--- config.mk ---
export PLATFORM = sky130hd
export DESIGN_NAME = alu_sequencer_flat
export DESIGN_NICKNAME = d
export VERILOG_FILES = /design/src/rtl/alu_sequencer_if.sv /design/src/rtl/alu_sequencer.sv /design/src/flat_wrapper.sv
export SDC_FILE = /design/constraint.sdc
export NUM_CORES = 1
export LEC_CHECK = 0
export CORE_MARGIN = 5
export CORE_UTILIZATION = 35
export CTS_BUF_LIST = sky130_fd_sc_hd__clkbuf_4 sky130_fd_sc_hd__clkbuf_8
export CTS_CLUSTER_DIAMETER = 60
export CTS_CLUSTER_SIZE = 25
export DETAILED_ROUTE_END_ITERATION = 16
export DONT_BUFFER_PORTS = 1
export GPL_TIMING_DRIVEN = 0
export PLACE_DENSITY = 0.55
export SLEW_MARGIN = 20
export SYNTH_ARGS = -nofsm -noshare
export SYNTH_HDL_FRONTEND = slang
export SYNTH_SLANG_ARGS = --single-unit
--- constraint.sdc ---
create_clock -name clk -period 5.15 [get_ports clk]
set_input_delay 1.03 -clock clk [delete_from_list [all_inputs] [get_ports clk]]
set_output_delay 1.03 -clock clk [all_outputs]
set_load 0.05 [all_outputs]
--- src/rtl/alu_sequencer_if.sv ---
// Instruction source -> sequencer handshake: in_instr is accepted on a posedge where in_valid && in_ready.
// The source holds in_instr steady while in_valid is high; in_ready depends only on sequencer state, never on in_valid.
interface alu_sequencer_if;
  logic        in_valid;
  logic [15:0] in_instr;
  logic        in_ready;

  modport master (output in_valid, output in_instr, input in_ready);
  modport slave  (input in_valid, input in_instr, output in_ready);
endinterface

--- src/rtl/alu_sequencer.sv ---
// Queued 16-bit instruction issuer for the regfile + ALU pair: READ / EXEC / RETIRE per instruction.
// Optional feature macro ALU_SEQ_TRAP_EN: an illegal opcode halts the sequencer until reset.
module alu_sequencer #(
  parameter int DEPTH  = 4,
  parameter int ADDR_W = 2
) (
  input  logic              clk,
  input  logic              rst,
  alu_sequencer_if.slave    in_if,
  output logic [15:0]       dp_instr,
  output logic              dp_we,
  output logic              done,
  output logic              illegal,
  output logic              halted,
  output logic              busy,
  output logic [ADDR_W:0]   q_count,
  output logic [2:0]        dbg_state_o
);

  typedef enum logic [2:0] {
    S_IDLE   = 3'd0,
    S_READ   = 3'd1,
    S_EXEC   = 3'd2,
    S_RETIRE = 3'd3,
    S_HALT   = 3'd4
  } state_t;

  localparam logic [ADDR_W:0]   CNT_ONE  = 1;
  localparam logic [ADDR_W:0]   CNT_FULL = DEPTH[ADDR_W:0];
  localparam logic [ADDR_W-1:0] PTR_ONE  = 1;

  state_t              state_q;
  logic [15:0]         mem_q [DEPTH];
  logic [ADDR_W-1:0]   wr_ptr_q, rd_ptr_q;
  logic [ADDR_W:0]     count_q, count_d;
  logic [15:0]         dp_instr_q;
  logic                dp_we_q, done_q, illegal_q;
  logic                push_w, pop_w, not_empty, trap_now;
  logic [15:0]         head;

  function automatic logic is_illegal(input logic [3:0] op);
    return op >= 4'd11;
  endfunction

  assign not_empty = (count_q != '0);
  assign head      = mem_q[rd_ptr_q];
  assign push_w    = in_if.in_valid && in_if.in_ready;

`ifdef ALU_SEQ_TRAP_EN
  logic halted_q;
  assign trap_now = illegal_q;
  assign halted   = halted_q;
`else
  assign trap_now = 1'b0;
  assign halted   = 1'b0;
`endif

  // The head is consumed only from IDLE or from a RETIRE that is not trapping.
  assign pop_w = not_empty &&
                 ((state_q == S_IDLE) || ((state_q == S_RETIRE) && !trap_now));

  always_comb begin
    count_d = count_q;
    if (push_w && !pop_w)      count_d = count_q + CNT_ONE;
    else if (pop_w && !push_w) count_d = count_q - CNT_ONE;
  end

  always_ff @(posedge clk) begin
    if (push_w) mem_q[wr_ptr_q] <= in_if.in_instr;
  end

  always_ff @(posedge clk or posedge rst) begin
    if (rst) begin
      wr_ptr_q <= '0;
      rd_ptr_q <= '0;
      count_q  <= '0;
    end else begin
      if (push_w) wr_ptr_q <= wr_ptr_q + PTR_ONE;
      if (pop_w)  rd_ptr_q <= rd_ptr_q + PTR_ONE;
      count_q <= count_d;
    end
  end

  always_ff @(posedge clk or posedge rst) begin
    if (rst) begin
      state_q    <= S_IDLE;
      dp_instr_q <= '0;
      dp_we_q    <= 1'b0;
      done_q     <= 1'b0;
      illegal_q  <= 1'b0;
`ifdef ALU_SEQ_TRAP_EN
      halted_q   <= 1'b0;
`endif
    end else begin
      dp_we_q   <= 1'b0;
      done_q    <= 1'b0;
      illegal_q <= 1'b0;
      case (state_q)
        S_IDLE: begin
          if (pop_w) begin
            dp_instr_q <= head;
            state_q    <= S_READ;
          end
        end
        S_READ: begin
          // Write enable covers the whole EXEC cycle so the regfile can write at its negedge.
          dp_we_q <= !is_illegal(dp_instr_q[15:12]);
          state_q <= S_EXEC;
        end
        S_EXEC: begin
          done_q    <= 1'b1;
          illegal_q <= is_illegal(dp_instr_q[15:12]);
          state_q   <= S_RETIRE;
        end
        S_RETIRE: begin
`ifdef ALU_SEQ_TRAP_EN
          if (illegal_q) begin
            halted_q <= 1'b1;
            state_q  <= S_HALT;
          end else
`endif
          if (pop_w) begin
            dp_instr_q <= head;
            state_q    <= S_READ;
          end else begin
            state_q <= S_IDLE;
          end
        end
        S_HALT:  state_q <= S_HALT;
        default: state_q <= S_IDLE;
      endcase
    end
  end

  assign in_if.in_ready = (count_q != CNT_FULL);
  assign dp_instr       = dp_instr_q;
  assign dp_we          = dp_we_q;
  assign done           = done_q;
  assign illegal        = illegal_q;
  assign busy           = (state_q != S_IDLE) || not_empty;
  assign q_count        = count_q;
  assign dbg_state_o    = state_q;

endmodule

--- src/flat_wrapper.sv ---
// flat-port wrapper written by rule: the top's interface ports become plain ports
module alu_sequencer_flat 
#(
  parameter int DEPTH  = 4,
  parameter int ADDR_W = 2
)
  (clk, rst, dp_instr, dp_we, done, illegal, halted, busy, q_count, dbg_state_o, in_if_in_valid, in_if_in_instr, in_if_in_ready);
  alu_sequencer_if in_if_i ();
  input  logic clk;
  input  logic rst;
  output logic [15:0] dp_instr;
  output logic dp_we;
  output logic done;
  output logic illegal;
  output logic halted;
  output logic busy;
  output logic [ADDR_W:0] q_count;
  output logic [2:0] dbg_state_o;
  input wire logic [$bits(in_if_i.in_valid)-1:0] in_if_in_valid;
  input wire logic [$bits(in_if_i.in_instr)-1:0] in_if_in_instr;
  output wire logic [$bits(in_if_i.in_ready)-1:0] in_if_in_ready;
  assign in_if_i.in_valid = in_if_in_valid;
  assign in_if_i.in_instr = in_if_in_instr;
  assign in_if_in_ready = in_if_i.in_ready;
  alu_sequencer #(.DEPTH(DEPTH), .ADDR_W(ADDR_W)) u_core (.clk(clk), .rst(rst), .in_if(in_if_i), .dp_instr(dp_instr), .dp_we(dp_we), .done(done), .illegal(illegal), .halted(halted), .busy(busy), .q_count(q_count), .dbg_state_o(dbg_state_o));
endmodule
## Word level (Yosys, flattened, before mapping)

Memories as Yosys holds them, arrays and structs flattened. A register that Yosys moved wholly into a read port is not among the register bits.
Cells that the tools add are included.

| storage, ports and cells | value |
|---|---|
| register bits after elaboration | 13 |
| bits in writable memories | 64 |
| output and inout port bits | 28 |
| memories kept | 1 |

| cells by class | value |
|---|---|
| add/subtract/negate cells | 4 |
| $lt $le $gt $ge | 1 |
| eq/ne operators | 6 |
| multiplexer cells | 10 |
| reductions and logical operators | 15 |

Memory list:

| name | words | width | rd ports | clocked after Yosys merged registers in | write ports | line | RTL |
|---|---|---|---|---|---|---|---|
| u_core.mem_q | 4 | 16 | 1 | 1 | 1 | alu_sequencer.sv:33 | `logic [15:0] mem_q [DEPTH];` |

Operators with widths:

| cell | count |
|---|---|
| $pmux 3 s5 | 1 |
| $mux 3 | 3 |
| $eq 3x2->1 const B | 2 |
| $mux 1 | 6 |
| $reduce_bool 3->1 | 2 |
| $add 2x1->2 const B | 2 |
| $ge 4x4->1 const B | 1 |
| $logic_and 1x1->1 | 4 |
| $add 3x1->3 const B | 1 |
| $eq 3x1->1 const B | 1 |
| $eq 3x3->1 const B | 1 |
| $logic_not 1->1 | 3 |
| $logic_not 3->1 | 1 |
| $ne 3x3->1 const B | 1 |
| $sub 3x1->3 const B | 1 |
| $logic_or 1x1->1 | 2 |
| $ne 2x1->1 const B | 1 |
| $reduce_and 2->1 | 1 |
| $reduce_bool 2->1 | 1 |
| $reduce_or 2->1 | 1 |

## Depth between registers and ports, before layout

| logic depth | value |
|---|---|
| depth after elaboration | 6 |
| mapped depth | 10 |
| depth with buffers taken out | 9 |

## Worst setup path before layout

No wires, ideal clock.

| timing path | value |
|---|---|
| kind | register to output |
| from | reg u_core.count_q[0], in the netlist u_core.q_count[0] |
| to | out busy |
| arrival | 1.789 ns |
| data required time | 4.120 ns |
| setup slack | 2.331 ns |
| stages on the path, launching flop included | 4 |
| buffers on the path | 0 |
| cells stage by stage | dfrtp_1 nor3_2 nor3_4 or4_1 |

| on the way | value |
|---|---|
| word-level cells in the longest chain between the ends | 2 |

Ends and longest elaborated chain:

| element | line | RTL |
|---|---|---|
| start, declared | alu_sequencer.sv:35 | `logic [ADDR_W:0] count_q, count_d;` |
| start signal, assigned | alu_sequencer.sv:80 | `count_q <= count_d;` |
| $reduce_bool 3->1 | alu_sequencer.sv:45 | `assign not_empty = (count_q != '0);` |
| $logic_or 1x1->1 | alu_sequencer.sv:140 | `assign busy = (state_q != S_IDLE) \|\| not_empty;` |
| end, declared | flat_wrapper.sv:16 | `output logic busy;` |

Every way passes these cells.

## Worst setup path after layout

| timing path | value |
|---|---|
| from | reg u_core.state_q[0], in the netlist u_core.dbg_state_o[0] |
| to | out busy |

| on the way | value |
|---|---|
| word-level cells in the longest chain between the ends | 2 |

Ends and longest elaborated chain:

| element | line | RTL |
|---|---|---|
| start, declared | alu_sequencer.sv:32 | `state_t state_q;` |
| start signal, assigned | alu_sequencer.sv:86 | `state_q <= S_IDLE;` |
| start signal, assigned | alu_sequencer.sv:102 | `state_q <= S_READ;` |
| start signal, assigned | alu_sequencer.sv:108 | `state_q <= S_EXEC;` |
| $reduce_bool 3->1 | alu_sequencer.sv:140 |  |
| $logic_or 1x1->1 | alu_sequencer.sv:140 |  |

Every way passes these cells.

==> flow_summary.json <==
{
  "yosys_warnings": 0,
  "final_layout_size_suffix_gt1_frac": 0.305,
  "wl_mm": 6.20,
  "ys_async_sr_fraction": 0.312,
  "synth_area_per_cell_um2": 20.8,
  "avgViaCountPerCell": 4.77,
  "crit_type": "register to output port",
  "cp.required_ps": 4120,
  "crit_path_max_fanout": 10,
  "cts_tree": "built",
  "cts.sinks": 93,
  "fin_tns_setup_ps": 0,
  "slowest_delay_ps": 780,
  "worstSetupStartpointType": "register",
  "yosysUniqueCellTypes": 32,
  "diodes": 0,
  "syn_area_um2": 3630,
  "final.fill_count": 927,
  "max-clock-path-buffers": 2,
  "cts_buffers": 9,
  "synthTopCellsByCount": "edfxtp_1, dfrtp_1, mux4_2",
  "clock_latency_ps": 360,
  "grt_pass1_wl_mm": 10.2,
  "r2r_cells": 8,
  "coreArea_um2": 10200,
  "finalSetupViolCount": 0,
  "grt_pass1_vias": 1795,
  "r2r_start": "u_core.dbg_state_o[0]",
  "drc": 0,
  "dr_total_vias": 1554,
  "hold_path_class": "register to register",
  "cts_resized": 0,
  "endpoint": "busy",
  "final_util": 0.391,
  "post-dp-hpwl_mm": 3.91,
  "fin_crit_sh": 0.664,
  "std_cell_rows": 37,
  "place.gp.congestion": 0.652,
  "nNetsFinal": 211,
  "rsz0062_at_grt": "false",
  "timing.final.ws_setup_ps": 1730,
  "synthCells": 175,
  "ys_ff_latch": 93,
  "overflow": 0,
  "synth.area.top_cells": "edfxtp_1, dfrtp_1, mux4_2",
  "start_util": 0.355,
  "end_kind": "output port",
  "tightest_slew_ps": 909,
  "cts-htree-levels": 3,
  "grt.total_usage": 0.108,
  "yosysMostFrequentCell": "edfxtp_1",
  "wl_per_cell_um": 19.0,
  "slew_headroom": 0.394,
  "synth_top_cell_area_share": 0.529,
  "synth-edff-count": 64,
  "cts_hold_buf": 0,
  "outcome": "finished, final reports clean",
  "drt-pass1-iter-count": 4,
  "post-cts-setup-buffers": 0,
  "ys_seq_area_frac": 0.729,
  "seqCellArea_um2": 2650,
  "synth_top_area_cell": "edfxtp_1",
  "crit_slowest_cell": "dfrtp_1",
  "clock_skew_ps": 13.6,
  "drt_iter0_drc": 102,
  "fin_hold_ws_ps": 581,
  "die_area_um2": 12500,
  "root_buffer": "clkbuf_8",
  "synth_nets": 200,
  "path_clk_slew_ps": 80,
  "critPathLaunch": "u_core.dbg_state_o[0]",
  "rrSetupSlack_ps": 2260,
  "antenna_found_initial": 0,
  "cp.arrival_ps": 2390,
  "ioPinCount": 47,
  "hold_viol": 0,
  "syn2layout_area_growth_pct": 9.99,
  "synth_ff_type": "edfxtp_1",
  "multiInputGateArea_um2": 901,
  "io_buffers": 0,
  "crit_path_cell_trace": "xor2_2 -> nor3_4 -> or4_1",
  "drv_slew": 0,
  "die_x_um": 112,
  "antenna_left": 0,
  "min_period_ps": 3420,
  "max_freq_ghz": 0.292,
  "grt_max_degree": 30,
  "rr_endpoint": "u_core.q_count[1]",
  "drv_cap": 0,
  "place_ws_ps": 2090,
  "die_y_um": 112
}
## cell usage in the layout, fill, tap and decap left out, types with 2 or more instances in the layout
| cell type | Yosys | final |
|---|---|---|
| edfxtp_1 | 64 | 64 |
| dfrtp_1 | 29 | 29 |
| mux4_2 | 15 | 15 |
| mux2_2 | 10 | 10 |
| clkbuf_8 | 0 | 9 |
| mux2_4 | 8 | 8 |
| inv_1 | 6 | 5 |
| and2_1 | 5 | 5 |
| ha_1 | 5 | 5 |
| xor2_1 | 4 | 4 |
| nor2_1 | 3 | 3 |
| xnor2_1 | 2 | 2 |
| buf_6 | 2 | 2 |
| nor2b_1 | 2 | 2 |
| nor4b_1 | 2 | 2 |
| clkinv_4 | 0 | 2 |
## layout make-up
cell class	instances	area share
sequential	93	0.662
multi-input combinational	69	0.225
tap	136	0.0426
clock buffer	10	0.0329
buffer	7	0.0157
clock inverter	5	0.0153
inverter	6	0.00564
## logic make-up after synthesis
logic type | after synthesis | synth area share
xor gates and xnor gates | 7 | 0.0189
other | 1 | 0.00103
adders and majority gates | 7 | 0.0255
DFF | 93 | 0.729
AOI/OAI and AO/OA | 2 | 0.00448
and+or+nand+nor | 18 | 0.0337
muxes | 34 | 0.164
buffers and inverters | 13 | 0.0234
## state kept, by name, indices dropped and copies added, names as in the netlist
| signal | count |
|---|---|
| u_core.wr_ptr_q | 2 |
| u_core.mem_q | 64 |
| u_core.dbg_state_o | 3 |
| u_core.dp_instr | 16 |
| u_core.q_count | 3 |
| u_core.dp_we | 1 |
| u_core.rd_ptr_q | 2 |
| u_core.done | 1 |
| u_core.illegal | 1 |
## per-layer routing
metal	track usage	vias up	routed length, µm
li1	-	689	-
met4	0.0316	0	76
met2	0.176	44	3080
met1	0.128	814	2510
met5	0	-	0
met3	0.0511	7	528
## worst min path at each step
| stage | slack [ps] | to | from | cells past startpoint |
|---|---|---|---|---|
| final | 580 | u_core.wr_ptr_q[1] | u_core.wr_ptr_q[1] | 1 |
| after detailed placement | 570 | u_core.wr_ptr_q[1] | u_core.wr_ptr_q[1] | 1 |
| after global routing | 620 | u_core.wr_ptr_q[1] | u_core.wr_ptr_q[1] | 1 |
| after CTS | 590 | u_core.wr_ptr_q[1] | u_core.wr_ptr_q[1] | 1 |
| after global placement | 560 | u_core.wr_ptr_q[1] | u_core.wr_ptr_q[1] | 1 |
| after floorplan | 530 | u_core.wr_ptr_q[1] | u_core.wr_ptr_q[1] | 1 |
## worst max-delay path: cells and delay by family, from the launching register on
kind          cells  cell delay (ps)
flops             1              780
simple gates      2             1060
xor+xnor          1              210
## per-stage QoR
step,cells,cell area (µm²)
final,326,4000
after global routing,326,4000
after CTS,326,4000
after detailed placement,311,3800
after global placement,311,3800
after floorplan,175,3630
Power is not shown: default switching activity piles up to over one toggle a cycle in this logic, so the estimate is an artifact.
